[src/rtl/gomoku_game_ctrl_pkg.sv]
`default_nettype none
// ============================================================================
// Module  : gomoku_game_ctrl_pkg
// Brief   : State, side, judger and piece encodings shared by the game sequencer
// Revision: 1.0
// ============================================================================
package gomoku_game_ctrl_pkg;

    typedef enum logic [2:0] {
        ST_STOPPED  = 3'd0,
        ST_STARTING = 3'd1,
        ST_RESET    = 3'd2,
        ST_WAIT     = 3'd3,
        ST_JUDGE    = 3'd4,
        ST_END      = 3'd5
    } game_state_e;

    localparam logic [1:0] JUDGER_INVALID = 2'd0;
    localparam logic [1:0] JUDGER_VALID   = 2'd1;
    localparam logic [1:0] JUDGER_WIN     = 2'd2;

    localparam logic SIDE_RED   = 1'b0;
    localparam logic SIDE_GREEN = 1'b1;

    localparam logic [1:0] PIECE_RED   = 2'b01;
    localparam logic [1:0] PIECE_GREEN = 2'b10;

    function automatic logic [1:0] piece_of(input logic side);
        return (side == SIDE_GREEN) ? PIECE_GREEN : PIECE_RED;
    endfunction

endpackage
`default_nettype wire

[src/rtl/gomoku_game_ctrl_turn_timer.sv]
`default_nettype none
// ============================================================================
// Module  : turn_timer
// Brief   : 4-bit countdown with reload, tick-decrement and expire-at-zero
// Revision: 1.0
// ============================================================================
module turn_timer #(
    parameter logic [3:0] RELOAD = 4'd9
) (
    input  logic       clk,
    input  logic       rst_n,
    input  logic       reload_i,
    input  logic       tick_i,
    output logic [3:0] count_o,
    output logic       expire_o
);

    logic [3:0] count_q;
    logic [3:0] count_d;

    // A tick arriving at zero expires the turn and restarts the countdown.
    assign expire_o = tick_i & ~reload_i & (count_q == 4'd0);
    assign count_o  = count_q;

    always_comb begin
        count_d = count_q;
        if (reload_i || expire_o) begin
            count_d = RELOAD;
        end else if (tick_i) begin
            count_d = count_q - 4'd1;
        end
    end

    always_ff @(posedge clk or negedge rst_n) begin
        if (!rst_n) begin
            count_q <= RELOAD;
        end else begin
            count_q <= count_d;
        end
    end

endmodule
`default_nettype wire

[src/rtl/gomoku_game_ctrl.sv]
`default_nettype none
// ============================================================================
// Module  : gomoku_game_ctrl
// Brief   : N x N gomoku sequencer: turn FSM, cursor, board write-back, scores
// Revision: 1.0
// ============================================================================
module gomoku_game_ctrl
    import gomoku_game_ctrl_pkg::*;
#(
    parameter int EDGE_BITS  = 3,
    parameter int TURN_SECS  = 9,
    parameter int FLICKER_N  = 3,
    parameter int SCORE_BITS = 4
) (
    input  logic                   clk,
    input  logic                   rst_n,
    input  logic                   sw_power,
    input  logic                   btn_reset,
    input  logic                   btn_ok,
    input  logic                   sec_tick,
    input  logic                   flicker_fall,
    input  logic                   key_valid,
    input  logic [EDGE_BITS:0]     key_idx,
    output logic                   key_ready,
    output logic                   memrst_en,
    input  logic                   memrst_done,
    output logic                   judge_en,
    input  logic                   judge_done,
    input  logic [1:0]             judge_result,
    output logic                   ram_we,
    output logic [2*EDGE_BITS-1:0] ram_wr_addr,
    output logic [1:0]             ram_wr_data,
    output logic [2:0]             state,
    output logic                   active_side,
    output logic [2*EDGE_BITS-1:0] pos,
    output logic                   pos_valid,
    output logic [3:0]             num_countdown,
    output logic [SCORE_BITS-1:0]  red_wins,
    output logic [SCORE_BITS-1:0]  green_wins,
    output logic                   timeout_pulse
);

    localparam int AW    = 2 * EDGE_BITS;
    localparam int PW    = AW + 1;
    localparam int CELLS = 1 << AW;
    localparam int FW    = (FLICKER_N < 1) ? 1 : $clog2(FLICKER_N + 1);

    game_state_e           state_q, state_d;
    logic [2:0]            ok_sync_q;
    logic                  ok_edge;
    logic [FW-1:0]         flick_q, flick_d;
    logic                  side_q, side_d;
    logic [EDGE_BITS-1:0]  cur_x_q, cur_x_d, cur_y_q, cur_y_d;
    logic                  x_vld_q, x_vld_d, y_vld_q, y_vld_d;
    logic [PW-1:0]         pieces_q, pieces_d;
    logic [SCORE_BITS-1:0] red_q, red_d, green_q, green_d;
    logic                  we_q, we_d;
    logic [AW-1:0]         wr_addr_q, wr_addr_d;
    logic [1:0]            wr_data_q, wr_data_d;
    logic                  key_ready_q, timeout_q;
    logic                  override, judge_hit;
    logic                  timer_tick, timer_reload, timer_expire;

    assign ok_edge      = ok_sync_q[1] & ~ok_sync_q[2];
    assign override     = ~sw_power | btn_reset;
    assign judge_hit    = (state_q == ST_JUDGE) & judge_done & ~override;
    assign timer_tick   = sec_tick & (state_q == ST_WAIT) & ~override;
    assign timer_reload = (state_q != ST_WAIT);

    turn_timer #(
        .RELOAD (4'(TURN_SECS))
    ) u_turn_timer (
        .clk      (clk),
        .rst_n    (rst_n),
        .reload_i (timer_reload),
        .tick_i   (timer_tick),
        .count_o  (num_countdown),
        .expire_o (timer_expire)
    );

    always_comb begin
        state_d   = state_q;
        flick_d   = (state_q == ST_STARTING) ? flick_q : '0;
        side_d    = side_q;
        cur_x_d   = cur_x_q;
        cur_y_d   = cur_y_q;
        x_vld_d   = x_vld_q;
        y_vld_d   = y_vld_q;
        pieces_d  = pieces_q;
        red_d     = red_q;
        green_d   = green_q;
        we_d      = 1'b0;
        wr_addr_d = wr_addr_q;
        wr_data_d = wr_data_q;

        unique case (state_q)
            ST_STOPPED: state_d = ST_STARTING;
            ST_STARTING: begin
                if (flicker_fall && (flick_q != FW'(FLICKER_N))) begin
                    flick_d = flick_q + 1'b1;
                end
                if (flick_q == FW'(FLICKER_N)) begin
                    state_d = ST_RESET;
                end
            end
            ST_RESET: begin
                side_d   = SIDE_RED;
                pieces_d = '0;
                {cur_x_d, cur_y_d, x_vld_d, y_vld_d} = '0;
                if (memrst_done) begin
                    state_d = ST_WAIT;
                end
            end
            ST_WAIT: begin
                if (timer_expire) begin
                    side_d = ~side_q;
                    {cur_x_d, cur_y_d, x_vld_d, y_vld_d} = '0;
                end else if (ok_edge && x_vld_q && y_vld_q) begin
                    state_d = ST_JUDGE;
                end
            end
            ST_JUDGE: begin
                if (judge_hit) begin
                    state_d = ST_WAIT;
                    {cur_x_d, cur_y_d, x_vld_d, y_vld_d} = '0;
                    if (judge_result == JUDGER_VALID || judge_result == JUDGER_WIN) begin
                        we_d      = 1'b1;
                        wr_addr_d = {cur_y_q, cur_x_q};
                        wr_data_d = piece_of(side_q);
                    end
                    if (judge_result == JUDGER_WIN) begin
                        state_d = ST_END;
                        if (side_q == SIDE_GREEN) begin
                            green_d = (green_q == '1) ? green_q : green_q + 1'b1;
                        end else begin
                            red_d = (red_q == '1) ? red_q : red_q + 1'b1;
                        end
                    end else if (judge_result == JUDGER_VALID) begin
                        side_d   = ~side_q;
                        pieces_d = pieces_q + 1'b1;
                        if (pieces_q == PW'(CELLS - 1)) begin
                            state_d = ST_END;
                        end
                    end
                end
            end
            ST_END:  state_d = ST_END;
            default: state_d = ST_STOPPED;
        endcase

        if (!sw_power) begin
            state_d = ST_STOPPED;
        end else if (btn_reset) begin
            state_d = ST_RESET;
        end

        // Keys only land when the FSM stays in WAIT and the turn has not just expired.
        if ((state_q == ST_WAIT) && (state_d == ST_WAIT) && key_valid && !timer_expire) begin
            if (key_idx[EDGE_BITS]) begin
                cur_x_d = key_idx[EDGE_BITS-1:0];
                x_vld_d = 1'b1;
            end else begin
                cur_y_d = key_idx[EDGE_BITS-1:0];
                y_vld_d = 1'b1;
            end
        end
    end

    always_ff @(posedge clk or negedge rst_n) begin
        if (!rst_n) begin
            state_q  <= ST_STOPPED;
            flick_q  <= '0;
            side_q   <= SIDE_RED;
            pieces_q <= '0;
        end else begin
            state_q  <= state_d;
            flick_q  <= flick_d;
            side_q   <= side_d;
            pieces_q <= pieces_d;
        end
    end

    always_ff @(posedge clk or negedge rst_n) begin
        if (!rst_n) begin
            cur_x_q <= '0;
            cur_y_q <= '0;
            x_vld_q <= 1'b0;
            y_vld_q <= 1'b0;
        end else begin
            cur_x_q <= cur_x_d;
            cur_y_q <= cur_y_d;
            x_vld_q <= x_vld_d;
            y_vld_q <= y_vld_d;
        end
    end

    always_ff @(posedge clk or negedge rst_n) begin
        if (!rst_n) begin
            red_q   <= '0;
            green_q <= '0;
        end else begin
            red_q   <= red_d;
            green_q <= green_d;
        end
    end

    always_ff @(posedge clk or negedge rst_n) begin
        if (!rst_n) begin
            we_q      <= 1'b0;
            wr_addr_q <= '0;
            wr_data_q <= '0;
        end else begin
            we_q      <= we_d;
            wr_addr_q <= wr_addr_d;
            wr_data_q <= wr_data_d;
        end
    end

    always_ff @(posedge clk or negedge rst_n) begin
        if (!rst_n) begin
            ok_sync_q   <= '0;
            key_ready_q <= 1'b0;
            timeout_q   <= 1'b0;
        end else begin
            ok_sync_q   <= {ok_sync_q[1:0], btn_ok};
            key_ready_q <= key_valid;
            timeout_q   <= timer_expire;
        end
    end

    assign state         = state_q;
    assign active_side   = side_q;
    assign pos           = {cur_y_q, cur_x_q};
    assign pos_valid     = x_vld_q & y_vld_q;
    assign memrst_en     = (state_q == ST_RESET);
    assign judge_en      = (state_q == ST_JUDGE);
    assign ram_we        = we_q;
    assign ram_wr_addr   = wr_addr_q;
    assign ram_wr_data   = wr_data_q;
    assign red_wins      = red_q;
    assign green_wins    = green_q;
    assign key_ready     = key_ready_q;
    assign timeout_pulse = timeout_q;

endmodule
`default_nettype wire
[config.mk]
export PLATFORM = sky130hd
export DESIGN_NAME = gomoku_game_ctrl
export DESIGN_NICKNAME = d
export VERILOG_FILES = /design/src/rtl/gomoku_game_ctrl_pkg.sv /design/src/rtl/gomoku_game_ctrl_turn_timer.sv /design/src/rtl/gomoku_game_ctrl.sv
export SDC_FILE = /design/constraint.sdc
export NUM_CORES = 1
export LEC_CHECK = 0
export ABC_CLOCK_PERIOD_IN_PS = 5100
export CAP_MARGIN = 10
export CORE_MARGIN = 3
export CORE_UTILIZATION = 40
export CTS_CLUSTER_DIAMETER = 30
export CTS_CLUSTER_SIZE = 25
export DETAILED_ROUTE_END_ITERATION = 7
export PLACE_DENSITY_LB_ADDON = 0.12
export SYNTH_ARGS = -nofsm -noshare
export SYNTH_HDL_FRONTEND = slang
export SYNTH_SLANG_ARGS = --single-unit
[constraint.sdc]
create_clock -name clk -period 5.1 [get_ports clk]
set_clock_uncertainty 0.05 [all_clocks]
set_input_delay 1.02 -clock clk [delete_from_list [all_inputs] [get_ports clk]]
set_output_delay 1.02 -clock clk [all_outputs]
set_load 0.005 [all_outputs]
==> results, run 1 <==
- The quantity of hold-fixing buffers added after cts is 0.
- The first detailed-routing pass took 4 iterations.
- The number of nets handed over by synthesis was 221.
- The worst reg2reg path depth is 4.
- The signal arrival time at the worst endpoint is 1870 ps.
- The worst hold path belongs to the class reg2reg.
- The worst hold path begins at ok_sync_q[0].
- The count of cells along the worst hold path is 0.
- The path with the worst hold slack has its endpoint at ok_sync_q[1].
- Clock tree synthesis found a total of 47 sinks.
- CTS built an H-tree with a depth of 2.
- The count of synthesis-stage warnings from yosys is 0.
- Subtracting the final worst setup slack from the clock period gives 2937 ps.
- Pin placement for this block handled 52 I/O pins.
- The tool flagged a number of max-cap violations equal to 0.
- The worst-case IR drop observed on VDD is 0.0001236 V.
- Of the post-synthesis cell area, the dominant cell type holds 0.5036.
- The launch point of the worst reg-to-reg path is state[2].
- In the final design database the tool counted 274 nets.
- In this run the deepest clock path goes through 2 buffers.
- By count the netlist is led by dfrtp_1 (45), nand2_1 (25), nor2_1 (12), inv_1 (11).
- Traced cell by cell, the critical path runs through nor3b_2, clkdlybuf4s50_1.
- The first routing iteration left 84 violations.
- The number of antenna violations at the first check in global routing is 0.
- Of the cells placed in the final design, the portion with a size suffix greater than 1 is 0.1116.
- The number of I/O port buffers is 51.
- The setup slack at placement is 1941 ps.
- The number of antenna-violating nets in the routed design is 0.
- Using the TritonRoute via totals, the vias-per-cell ratio works out to 4.975.
- The number of buffers created by CTS is 5.
- The worst-case headroom to the max-slew limit is 0.3154.
- The residual DRC count is 0.
- The total of flip-flops plus latches after synthesis is 47.
- STA classifies the critical path startpoint as a register.
- The smallest setup slack after layout is 2163 ps.
- The number of placement rows is 26.
- The effective utilization at floorplan is 0.4243.
- The first global-routing pass estimated 7.569 mm of wire.
- Of the synthesized area, sequential elements account for 0.5271.
- The longest individual stage delay on the worst path is 600 ps.
- The library cell with the highest instance count after synthesis is dfrtp_1.
- In the final layout, flip-flops and latches occupy 0.001179 mm2.
- Of all flip-flops after synthesis, the portion carrying an async set or reset was 1.000.
- The width of the chip is 80.77 um.
- TritonCTS built the clock tree.
- The largest net degree at the start of global routing is 48.
- The timing-limited maximum frequency is 340.5 MHz.
- In the global route stage, overall resource usage came out at 0.1518.
- The number of global-route vias before repair was 1614.
- The die covers 0.006523 mm2.
- In the finished design, the share of the clock period the worst path needs comes to 0.5759.
- The worst-case register-to-register setup slack is 2770 ps.
- Once detailed placement completed, the half-perimeter wirelength came to 3.273 mm.
- The later-pin clock latency in the skew report is 300 ps.
- The combined area of the multi-input logic cells is 984.7 um2.
- The critical path in this run is classified as reg2out.
- The final hold violation count is 0.
- The final setup violation count is 0.
- The critical path endpoint category is an output pin.
- Of all cell types, the one taking the most synthesized area is dfrtp_1.
- The cell sitting at the root of the clock tree is a clkbuf_8.
- Routability-driven placement finished with a final weighted congestion of 0.7657.
- Synthesis handed over a netlist of 197 instances.
- Once the clock tree was built, the resizer swapped 0 gates to a different size.
- The routed wire length is 4.516 mm.
- The repair_antennas step left the layout with diodes totalling 0.
- The y dimension of the die is 80.77 um.
- After synthesis, the netlist uses 46 different library cells.
- The total core area is 0.005270 mm2.
- The max-slew violation count was 0.
- The main flop type after synthesis is dfrtp_1.
- The setup TNS after final layout is 0 ps.
- Dividing the synthesized area by the synthesized cell count gives 11.35 um2.
- Summed over all cells, the static leakage comes to 1.303 nW.
- Clock-pin slew was measured on the worst setup and hold paths at 90 ps.
- Setup repair after global routing left no endpoint under its margin.
- Sorting the synthesized cells by area gives the leading types as dfrtp_1 (50%), mux2_2 (4.5%), ha_1 (4.5%), nand2_1 (4.2%), mux2i_1 (4.0%).
- The flow ran to the end, and the final reports show no timing, DRC or antenna violations.
- For this design, the slowest cell found on the critical path is dfrtp_1.
- In this run the power density over the cells is 228.9 mW/mm2.
- The highest net fanout along the worst path is 12.
- The required time of the critical path is 4030 ps.
- Buffers added to address setup during post-CTS repair amount to 0.
- The synthesized area is 0.002236 mm2.
- For this run the aggregate overflow at the end of global routing stands at 0.
- The detailed-route via count is 1597.
- After detailed routing, the average wire length per cell comes to 14.07 um.
- The number of fillers in the final layout is 478.
- For the pin with the worst max-slew slack, the measured transition is 1027 ps.
- The worst register-to-register path ends at red_wins[1].
- From synthesis to final layout, the design area changed by 29.10%.
- The count of flip-flops with a built-in enable after synthesis is 0.
==> routing by layer <==
layer / track usage / vias up / share of wire
li1: - / 789 / -
met1: 0.2033 / 772 / 0.49
met2: 0.2392 / 32 / 0.46
met3: 0.03769 / 4 / 0.040
met4: 0.05574 / 0 / 0.011
met5: 0 / - / 0
==> placed cells by master, fill, tap and decap left out, types with 4 or more instances in the layout <==
cell type	n
mux2i_1	9
inv_1	11
o21ai_0	5
dfrtp_1	45
clkdlybuf4s50_1	50
nand2_1	25
ha_1	8
clkbuf_8	5
nor3_1	4
nand4_1	5
nor2b_1	4
mux2_2	9
xor2_1	8
xnor2_1	6
nand3_1	4
nor2_1	12
==> registers in the layout, summed over array words and instances, names as in the netlist <==
register / flops
ram_we: 1
u_turn_timer.count_o: 4
state: 3
x_vld_q: 1
pieces_q: 7
ram_wr_data: 2
timeout_pulse: 1
ok_sync_q: 3
ram_wr_addr: 6
cur_x_q: 3
active_side: 1
flick_q: 2
cur_y_q: 3
key_ready: 1
red_wins: 4
y_vld_q: 1
green_wins: 4
==> report_power, final <==
part	total (W)	switching (W)	internal [W]
clock	0.000228	0.000129	0.0000986
sequential	0.000383	0.00000612	0.000376
combinational	0.0000502	0.0000264	0.0000238
total	0.000661	0.000162	0.000499
==> cell type report <==
| class | count | share of cell area |
|---|---|---|
| well taps | 70 | 0.03034 |
| inverters | 11 | 0.01430 |
| repair buffers | 51 | 0.1751 |
| clock inverters | 2 | 0.005635 |
| multi-input cells | 134 | 0.3411 |
| clock buffers | 6 | 0.02514 |
| flip-flops and latches | 47 | 0.4083 |
==> worst max-delay path by stage <==
stage,slack (ps),cells past startpoint,startpoint,endpoint
3_5_place_dp,1940,5,sw_power,red_wins[1]
4_1_cts,2140,2,state[2],judge_en
2_1_floorplan,2630,6,btn_reset,cur_y_q[0]
3_3_place_gp,1980,5,sw_power,red_wins[1]
6_report,2160,2,state[2],judge_en
5_1_grt,2020,2,state[2],judge_en
==> stage by stage <==
step / instance area, um2 / power [W] / utilization / hold WS [ps] / instances
after floorplan: 2236 / 0.0004104 / - / 281.2 / 197
after CTS: 2887 / 0.0006713 / 0.5477 / 306.1 / 321
after global placement: 2798 / 0.0004409 / 0.5309 / 281.8 / 313
after global routing: 2887 / 0.0006956 / 0.5477 / 318.0 / 321
after detailed placement: 2798 / 0.0004410 / 0.5309 / 284.7 / 313
final: 2887 / 0.0006607 / 0.5477 / 305.2 / 321
==> critical path: cells and delay by family (launching register included) <==
kind | cells | cell delay, ps
flip-flops | 1 | 600
AND/OR/NAND/NOR | 1 | 390
buffers and inverters | 1 | 580
==> cell families (layout without fill, tap and decap cells) <==
group / after synthesis / after routing / share of synthesized area
AO/OA/AOI/OAI: 18 / 18 / 0.05428
XOR/XNOR: 14 / 14 / 0.05484
adder cells (fa/ha/maj): 8 / 8 / 0.04477
buffers and inverters: 16 / 70 / 0.03245
flip-flops: 47 / 47 / 0.5271
multiplexers: 18 / 18 / 0.08562
AND/OR/NAND/NOR: 76 / 76 / 0.2009
Note: power is estimated with default switching activity, not from simulation.
==> run 2: changes to the inputs <==
--- a/config.mk
+++ b/config.mk
@@ -5,7 +5,7 @@
 export SDC_FILE = /design/constraint.sdc
 export NUM_CORES = 1
 export LEC_CHECK = 0
-export ABC_CLOCK_PERIOD_IN_PS = 5100
+export ABC_CLOCK_PERIOD_IN_PS = 2400
 export CAP_MARGIN = 10
 export CORE_MARGIN = 3
 export CORE_UTILIZATION = 40
==> constraint.sdc (replaced) <==
create_clock -name clk -period 2.4 [get_ports clk]
set_clock_uncertainty 0.05 [all_clocks]
set_input_delay 0.48 -clock clk [delete_from_list [all_inputs] [get_ports clk]]
set_output_delay 0.48 -clock clk [all_outputs]
set_load 0.005 [all_outputs]
==> run 2 against run 1 <==
Die area is the same. Sequential share of layout area down 3.3 points. Sequential power rose by 110%. Total power up 150%. Register-to-register slack lost 2600 ps. Via count up 5.1%. Combinational power rose to 2.6 times the previous value. Clock power grew to 3.0 times the previous value. Non-clock buffer count rose by 24. Cell area increased by 9.1%. Largest cell class unchanged.
==> results, run 2 (synthesized netlist as in run 1, its figures left out) <==
- The sequential cell area is 0.001182 mm2 (+0.32%).
- Clock tree synthesis selected as its root buffer the cell clkbuf_8.
- The count of max-cap constraint violations is 0 (unchanged).
- The width of the chip is 80.77 um (unchanged).
- The slew at the pin closest to its max-slew limit was 538.4 ps (-488.5 ps).
- The net total in the final layout is 298 (+8.8%).
- The DRC violation total after the first TritonRoute iteration is 97 (+15%).
- The kind of cell with the highest combined delay along the critical path is buffers and inverters.
- The worst-case register-to-register setup slack is 130 ps (-2640 ps).
- The number of fillers in the final layout is 475 (-0.63%).
- The y dimension of the die was 80.77 um (unchanged).
- The static leakage power is 1.449 nW (+11%).
- The combinational share of power is 0.080 (+0.004).
- The portion of total power attributed to sequential cells came to 0.498 (-0.081).
- The wire length on met3 is 204 um (+12%).
- The launch point of the worst reg-to-reg path is u_turn_timer.count_o[1].
- Traced cell by cell, the critical path runs through buf_4, nor3b_4, buf_4, clkdlybuf4s50_1.
- The number of antenna violations at the first check in global routing came to 0 (unchanged).
- The routed metal-1 wirelength is 2.196 mm (+0.23%).
- The critical path launch point is state[0].
- The slowest stage of the critical path belongs to the cell clkdlybuf4s50_1.
- The total I/O pin count is 52 (unchanged).
- The flow ran to the end, and the final reports show no timing, DRC or antenna violations.
- The first-pass GRT wire length is 7.893 mm (+4.3%).
- The max-slew violation count is 0 (unchanged).
- The most critical setup path has its endpoint at memrst_en.
- The top cell types in the final layout, fill and taps aside, are clkdlybuf4s50_1 (50), dfrtp_1 (42), nand2_1 (25).
- The total chip power was 0.001630 W (+150%).
- The routed wire length is 4.615 mm (+2.2%).
- The number of antenna-violating nets in the routed design is 0 (unchanged).
- The antenna diode count is 0 (unchanged).
- The number of I/O port buffers is 51 (unchanged).
- The final setup violation count was 0 (unchanged).
- The effective utilization at floorplan is 0.4243 (unchanged).
- The global router's overall resource usage was 0.1561 (+0.004293).
- In this run the critical register-to-register path is captured at cur_y_q[0].
- The critical path is of the reg2out type.
- The final standard cell area without fillers is 0.003149 mm2 (+9.1%).
- The overall die area is 0.006523 mm2 (unchanged).
- Setup repair after global routing left no endpoint under its margin.
- The layout overhead on the synthesized area is 40.85%.
- The number of global-route vias before repair is 1697 (+5.1%).
- In this run the top signal layer used is met4.
- The number of flip-flops under the largest register name came to 7 (unchanged).
- The combined area of the multi-input logic cells was 991.0 um2 (+0.64%).
- The share of layout cells above drive strength 1 is 0.2036 (+0.09208).
- The number of clock sinks seen by CTS is 47 (unchanged).
- The detailed-router iteration count before antenna repair is 4 (unchanged).
- The number of buffers on the longest clock path is 2 (unchanged).
- The cell depth of the worst setup path came to 4 (+2).
- TritonCTS built the clock tree.
- The number of levels in the clock H-tree is 2 (unchanged).
- The total core area is 0.005270 mm2 (unchanged).
- The residual DRC count is 0 (unchanged).
- The overflow left after global routing is 0 (unchanged).
- The class of the tightest hold or removal check is in2async.
- Counting flops per register, the top entry is pieces_q.
- The internal cell power came to 0.001284 W (+160%).
- The signal arrival time at the worst endpoint is 1770 ps (-100 ps).
- The timing-limited maximum frequency is 435.0 MHz.
- The final core utilization is 0.5976 (+0.04986).
- The highest net fanout along the worst path is 6 (-6).
- The routed via count divided by cell count is 4.864 (-2.2%).
- The number of placement rows came to 26 (unchanged).
- The part of the power in the clock network is 0.422 (+0.077).
- The worst reg2reg path depth is 7 (+3).
- The longest individual stage delay on the worst path is 500 ps (-100 ps).
- The final RePlAce weighted congestion was 0.7831 (+2.3%).
- The later-pin clock latency in the skew report is 300 ps (about the same).
- The minimum clock period after layout is 2299 ps.
- The half-perimeter wire length after placement is 3.544 mm (+8.3%).
- The clock slew at the register clock pins of the worst setup and hold paths was 100 ps (about the same).
- The mean routed wirelength per cell was 13.38 um (-4.9%).
- The worst hold margin is 93.23 ps (-212.0 ps).
- The final hold violation count was 0 (unchanged).
- Among the stages of the critical path, the cell type that occurs most often is buf_4.
- The largest net degree at the start of global routing is 26 (-46%).
- The maximum vdd drop is 0.0004003 V (+220%).
- Dividing the final minimum period by the clock period gives 0.9579.
- The setup TNS after final layout is 0 ps (unchanged).
- The most common library cell in the layout ignoring fill and taps is clkdlybuf4s50_1.
- STA classifies the critical path startpoint as a register.
- The switching fraction of total power is 0.2124 (-0.03259).
- The instance area after placement is 0.002988 mm2 (+6.8%).
- The wire length on met2 was 2.149 mm (+2.7%).
- The worst-case headroom to the max-slew limit is 0.6411 (+0.3257).
- The number of buffers created by CTS came to 5 (unchanged).
- The net switching power is 0.0003463 W (+110%).
- The power density over the cells came to 517.7 mW/mm2 (+130%).
- The critical path endpoint category is an output pin.
- The combined buffer and inverter count along the critical path is 3 (+2).
- The detailed-route via count was 1678 (+5.1%).
- The required time of the critical path is 1870 ps (-2160 ps).
-- run 2: changes by cell type in the layout (fill, tap and decap cells not counted), sizes merged --
cell / previous run / this run
clkbuf: 6 / 5
inv: 12 / 11
buf: 1 / 25
bufinv: 0 / 2
-- run 2: worst min path at each step --
stage,endpoint,depth (start not counted)
final,flick_q[0],1
after global routing,flick_q[1],1
after CTS,flick_q[1],1
after detailed placement,ok_sync_q[1],0
after global placement,ok_sync_q[1],0
after floorplan,active_side,0
-- run 2: stage by stage --
stage                     setup WS [ps]  std cells
after floorplan                   239.1        197
after global placement           -83.52        335
after detailed placement         -92.77        335
after CTS                         10.74        343
after global routing              25.88        345
final                             100.9        345
-- run 2: cell type report --
| class | count | area share |
|---|---|---|
| clock buffer | 5 | 0.02185 |
| clock inverter | 3 | 0.02145 |
| timing repair buffer | 75 | 0.2257 |
| tap | 70 | 0.02781 |
| inverter | 11 | 0.01311 |
| sequential | 47 | 0.3754 |
| multi-input combinational | 134 | 0.3147 |
-- run 2: metal layers --
metal  track usage  up-vias
met2        0.2434       29
met4       0.05574        0
met5             0        -
met1        0.2119      809
met3       0.03880        7
li1              -      833
-- run 2: repair_timing --
action	4_1_cts	5_1_grt
setup buffers	0	2
resized for setup	1	3
hold buffers	0	0
setup endpoints to repair	1	2
-- run 2: power by group through the flow --
stage	combinational, W	sequential (W)	clock [W]
2_1_floorplan	0.0000513	0.000821	0
3_3_place_gp	0.000130	0.000827	0
3_5_place_dp	0.000129	0.000827	0
4_1_cts	0.000131	0.000812	0.000712
5_1_grt	0.000143	0.000813	0.000741
6_report	0.000130	0.000811	0.000689
==> run 3: changes to the inputs <==
--- a/config.mk
+++ b/config.mk
@@ -5,10 +5,12 @@
 export SDC_FILE = /design/constraint.sdc
 export NUM_CORES = 1
 export LEC_CHECK = 0
-export ABC_CLOCK_PERIOD_IN_PS = 2400
+export ABC_CLOCK_PERIOD_IN_PS = 2200
 export CAP_MARGIN = 10
+export CELL_PAD_IN_SITES_DETAIL_PLACEMENT = 0
+export CELL_PAD_IN_SITES_GLOBAL_PLACEMENT = 1
 export CORE_MARGIN = 3
-export CORE_UTILIZATION = 40
+export CORE_UTILIZATION = 39
 export CTS_CLUSTER_DIAMETER = 30
 export CTS_CLUSTER_SIZE = 25
 export DETAILED_ROUTE_END_ITERATION = 7
==> constraint.sdc (replaced) <==
create_clock -name clk -period 2.2 [get_ports clk]
set_clock_uncertainty 0.05 [all_clocks]
set_input_delay 0.44 -clock clk [delete_from_list [all_inputs] [get_ports clk]]
set_output_delay 0.44 -clock clk [all_outputs]
set_load 0.005 [all_outputs]
==> run 3 against run 2 <==
The flow now finishes with violations (negative setup slack). Global-route usage grew 1.3 points. Clock-buffer cell count grew 1. Hold slack gained 5.3 ps. First-iteration DRC count shrank 44%. Total power shrank 3.3%. Sequential power grew 9.0%. Cell count grew 5.2%. Critical path type is now reg2reg. Largest cell class unchanged. Largest power group unchanged.
==> results, run 3 (synthesized netlist as in run 1, its figures left out) <==
- The flow ran to the end, but the final reports show violations.
- The final reports fail on negative setup slack.
- The effective utilization at floorplan came to 0.4191 (-0.005174).
- The total core area is 0.005335 mm2 (+1.2%).
- The instance area after placement came to 0.003073 mm2 (+2.8%).
- The endpoint identified for the worst register-to-register timing path is cur_x_q[2].
- Among the stages of the critical path, the cell type that occurs most often is buf_4.
- The number of global-route vias before repair is 1842 (+8.5%).
- The combined buffer and inverter count along the critical path is 3 (unchanged).
- The half-perimeter wire length after placement was 3.824 mm (+7.9%).
- The width of the chip is 81.72 um (+1.2%).
- The antenna diode count is 0 (unchanged).
- The overall die area was 0.006677 mm2 (+2.4%).
- The critical path endpoint category is a register.
- The number of placement rows is 26 (unchanged).
- The max-slew violation count is 0 (unchanged).
- The number of flip-flops under the largest register name came to 7 (unchanged).
- The setup slack at placement is -287.3 ps (-194.5 ps).
- The worst-case headroom to the max-slew limit was 0.5826 (-0.05844).
- The global router's overall resource usage came to 0.1692 (+0.01313).
- The final RePlAce weighted congestion came to 0.7353 (-6.1%).
- The longest individual stage delay on the worst path was 400 ps (-100 ps).
- The routed wire length is 5.305 mm (+15%).
- The final critical-path share of the clock period is 1.004.
- The number of buffers created by CTS is 5 (unchanged).
- The required time of the critical path is 2370 ps (+500 ps).
- The smallest setup slack after layout came to -8.420 ps (-109.3 ps).
- The residual DRC count came to 0 (unchanged).
- The detailed-route via count is 1812 (+8.0%).
- The total I/O pin count is 52 (unchanged).
- The worst-path cell with the longest stage delay is dfrtp_1.
- The DRC violation total after the first TritonRoute iteration was 54 (-44%).
- The nature of the critical path startpoint is a register.
- The detailed-router iteration count before antenna repair was 4 (unchanged).
- The worst reg2reg path depth is 9 (+2).
- The cell depth of the worst setup path is 9 (+5).
- The top cell types in the final layout, fill and taps aside, are clkdlybuf4s50_1 (48), dfrtp_1 (43), buf_4 (39).
- The area growth from synthesis to layout is 46.50%.
- The worst hold margin was 98.49 ps (+5.257 ps).
- The highest net fanout along the worst path is 4 (-2).
- The power density over the cells came to 481.2 mW/mm2 (-7.1%).
- The slew at the pin closest to its max-slew limit is 626.0 ps (+87.66 ps).
- The register with the most flip-flops is pieces_q.
- The final setup violation count is 1 (+1).
- The number of I/O port buffers was 51 (unchanged).
- The routed via count divided by cell count is 4.992 (+2.6%).
- The final core utilization came to 0.6140 (+0.01640).
- The clock slew at the register clock pins of the worst setup and hold paths was 90 ps (about the same).
- The timing-limited maximum frequency is 452.8 MHz.
- The final standard cell area without fillers is 0.003276 mm2 (+4.0%).
- The count of max-cap constraint violations was 0 (unchanged).
- The maximum vdd drop is 0.0003286 V (-18%).
- The number of buffers on the longest clock path was 2 (unchanged).
- The later-pin clock latency in the skew report came to 300 ps (about the same).
- The share of layout cells above drive strength 1 is 0.2628 (+0.05916).
- The worst-case register-to-register setup slack is -8 ps (-140 ps).
- The first-pass GRT wire length is 8.562 mm (+8.5%).
- Following the worst setup path forward leads to its endpoint at cur_x_q[2].
- The static leakage power is 1.565 nW (+8.0%).
- The number of clock sinks seen by CTS is 47 (unchanged).
- The largest net degree at the start of global routing came to 30 (+15%).
- The number of antenna-violating nets in the routed design was 0 (unchanged).
- Counting I/O delays and the setup requirement, the final critical path takes 2208 ps.
- Setup repair after global routing could not meet its margin everywhere.
- The number of levels in the clock H-tree is 2 (unchanged).
- The signal on the critical path passes through inv_2, ha_4, or3b_4, nor3_4, nor4_4, buf_4, nor4b_4, buf_4, mux2i_1.
- The startpoint identified for the worst register-to-register timing path is u_turn_timer.count_o[1].
- The setup TNS after final layout is -8.420 ps (-8.420 ps).
- The overflow left after global routing is 0 (unchanged).
- The number of fillers in the final layout is 472 (-0.63%).
- The class of the tightest hold or removal check is in2async.
- The critical path launch point is u_turn_timer.count_o[1].
- The startpoint-to-endpoint class of the critical path is reg2reg.
- The final hold violation count is 0 (unchanged).
- The family of cells with the greatest summed delay on the critical path is simple AND/OR/NAND/NOR gates.
- The net total in the final layout came to 316 (+6.0%).
- The mean routed wirelength per cell came to 14.61 um (+9.3%).
- Leaving out fill and tap cells, the most frequent cell in the layout is clkdlybuf4s50_1.
- The clock tree root driver cell is clkbuf_8.
- The signal arrival time at the worst endpoint is 2380 ps (+610 ps).
- The y dimension of the die is 81.72 um (+1.2%).
- The number of antenna violations at the first check in global routing is 0 (unchanged).
- The TritonCTS clock tree is yes.
==> run 3: cell types whose count changed in the layout (fill, tap and decap cells not counted), moves of 2 or more <==
cell	change
inv_1	-2
buf_6	+2
dlymetal6s2s_1	+2
bufinv_16	-2
clkdlybuf4s50_1	-2
clkinv_4	+2
buf_4	+17
inv_2	+2
==> run 3: layer usage <==
metal  track usage  vias to the layer above  share of wire
met5             0                        -              0
met2        0.2785                       49           0.48
met3       0.03838                        5          0.061
met4       0.05980                        0          0.011
li1              -                      868              -
met1        0.2192                      890           0.45
==> run 3: layout make-up <==
| cell class | count | area, um2 | area share |
|---|---|---|---|
| Sequential cell | 47 | 1181 | 0.3606 |
| Tap cell | 70 | 87.58 | 0.02674 |
| Inverter | 11 | 41.29 | 0.01261 |
| Multi-Input combinational cell | 134 | 1030 | 0.3144 |
| Clock buffer | 6 | 72.57 | 0.02215 |
| Timing Repair Buffer | 93 | 845.8 | 0.2582 |
| Clock inverter | 2 | 17.52 | 0.005348 |
==> run 3: worst min-delay path by stage <==
stage / slack (ps) / depth (start not counted) / to
after global placement: 280 / 0 / ok_sync_q[1]
after detailed placement: 290 / 0 / ok_sync_q[1]
after floorplan: 90 / 0 / active_side
after global routing: 140 / 1 / key_ready
after CTS: 110 / 1 / u_turn_timer.count_o[1]
final: 100 / 1 / green_wins[1]
==> run 3: where the power goes <==
part / internal, W / switching, W / total, W
Combinational: 0.0000877 / 0.0000791 / 0.000167
Sequential: 0.000873 / 0.0000105 / 0.000884
Clock: 0.000228 / 0.000297 / 0.000526
Total: 0.00119 / 0.000387 / 0.00158
==> run 3: timing repair <==
item | 4_1_cts | 5_1_grt
pin swaps | 1 | 6
setup endpoints to repair | 5 | 9
resized for setup | 4 | 12
hold buffers | 0 | 0
buffers inserted | 4 | 3
==> run 3: worst reg2reg max path, cell delays in order (launching register included) <==
cell     delay, ps
dfrtp_1        400
inv_2           90
ha_4           130
or3b_4         390
nor3_4         250
nor4_4          80
buf_4          150
nor4b_4        220
buf_4          190
mux2i_1        190
==> run 3: stage by stage <==
step | std cells | total power (W)
finish | 363 | 0.001576
global route | 363 | 0.001654
CTS | 360 | 0.001597
detailed placement | 348 | 0.001054
global placement | 348 | 0.001052
floorplan | 197 | 0.0009514
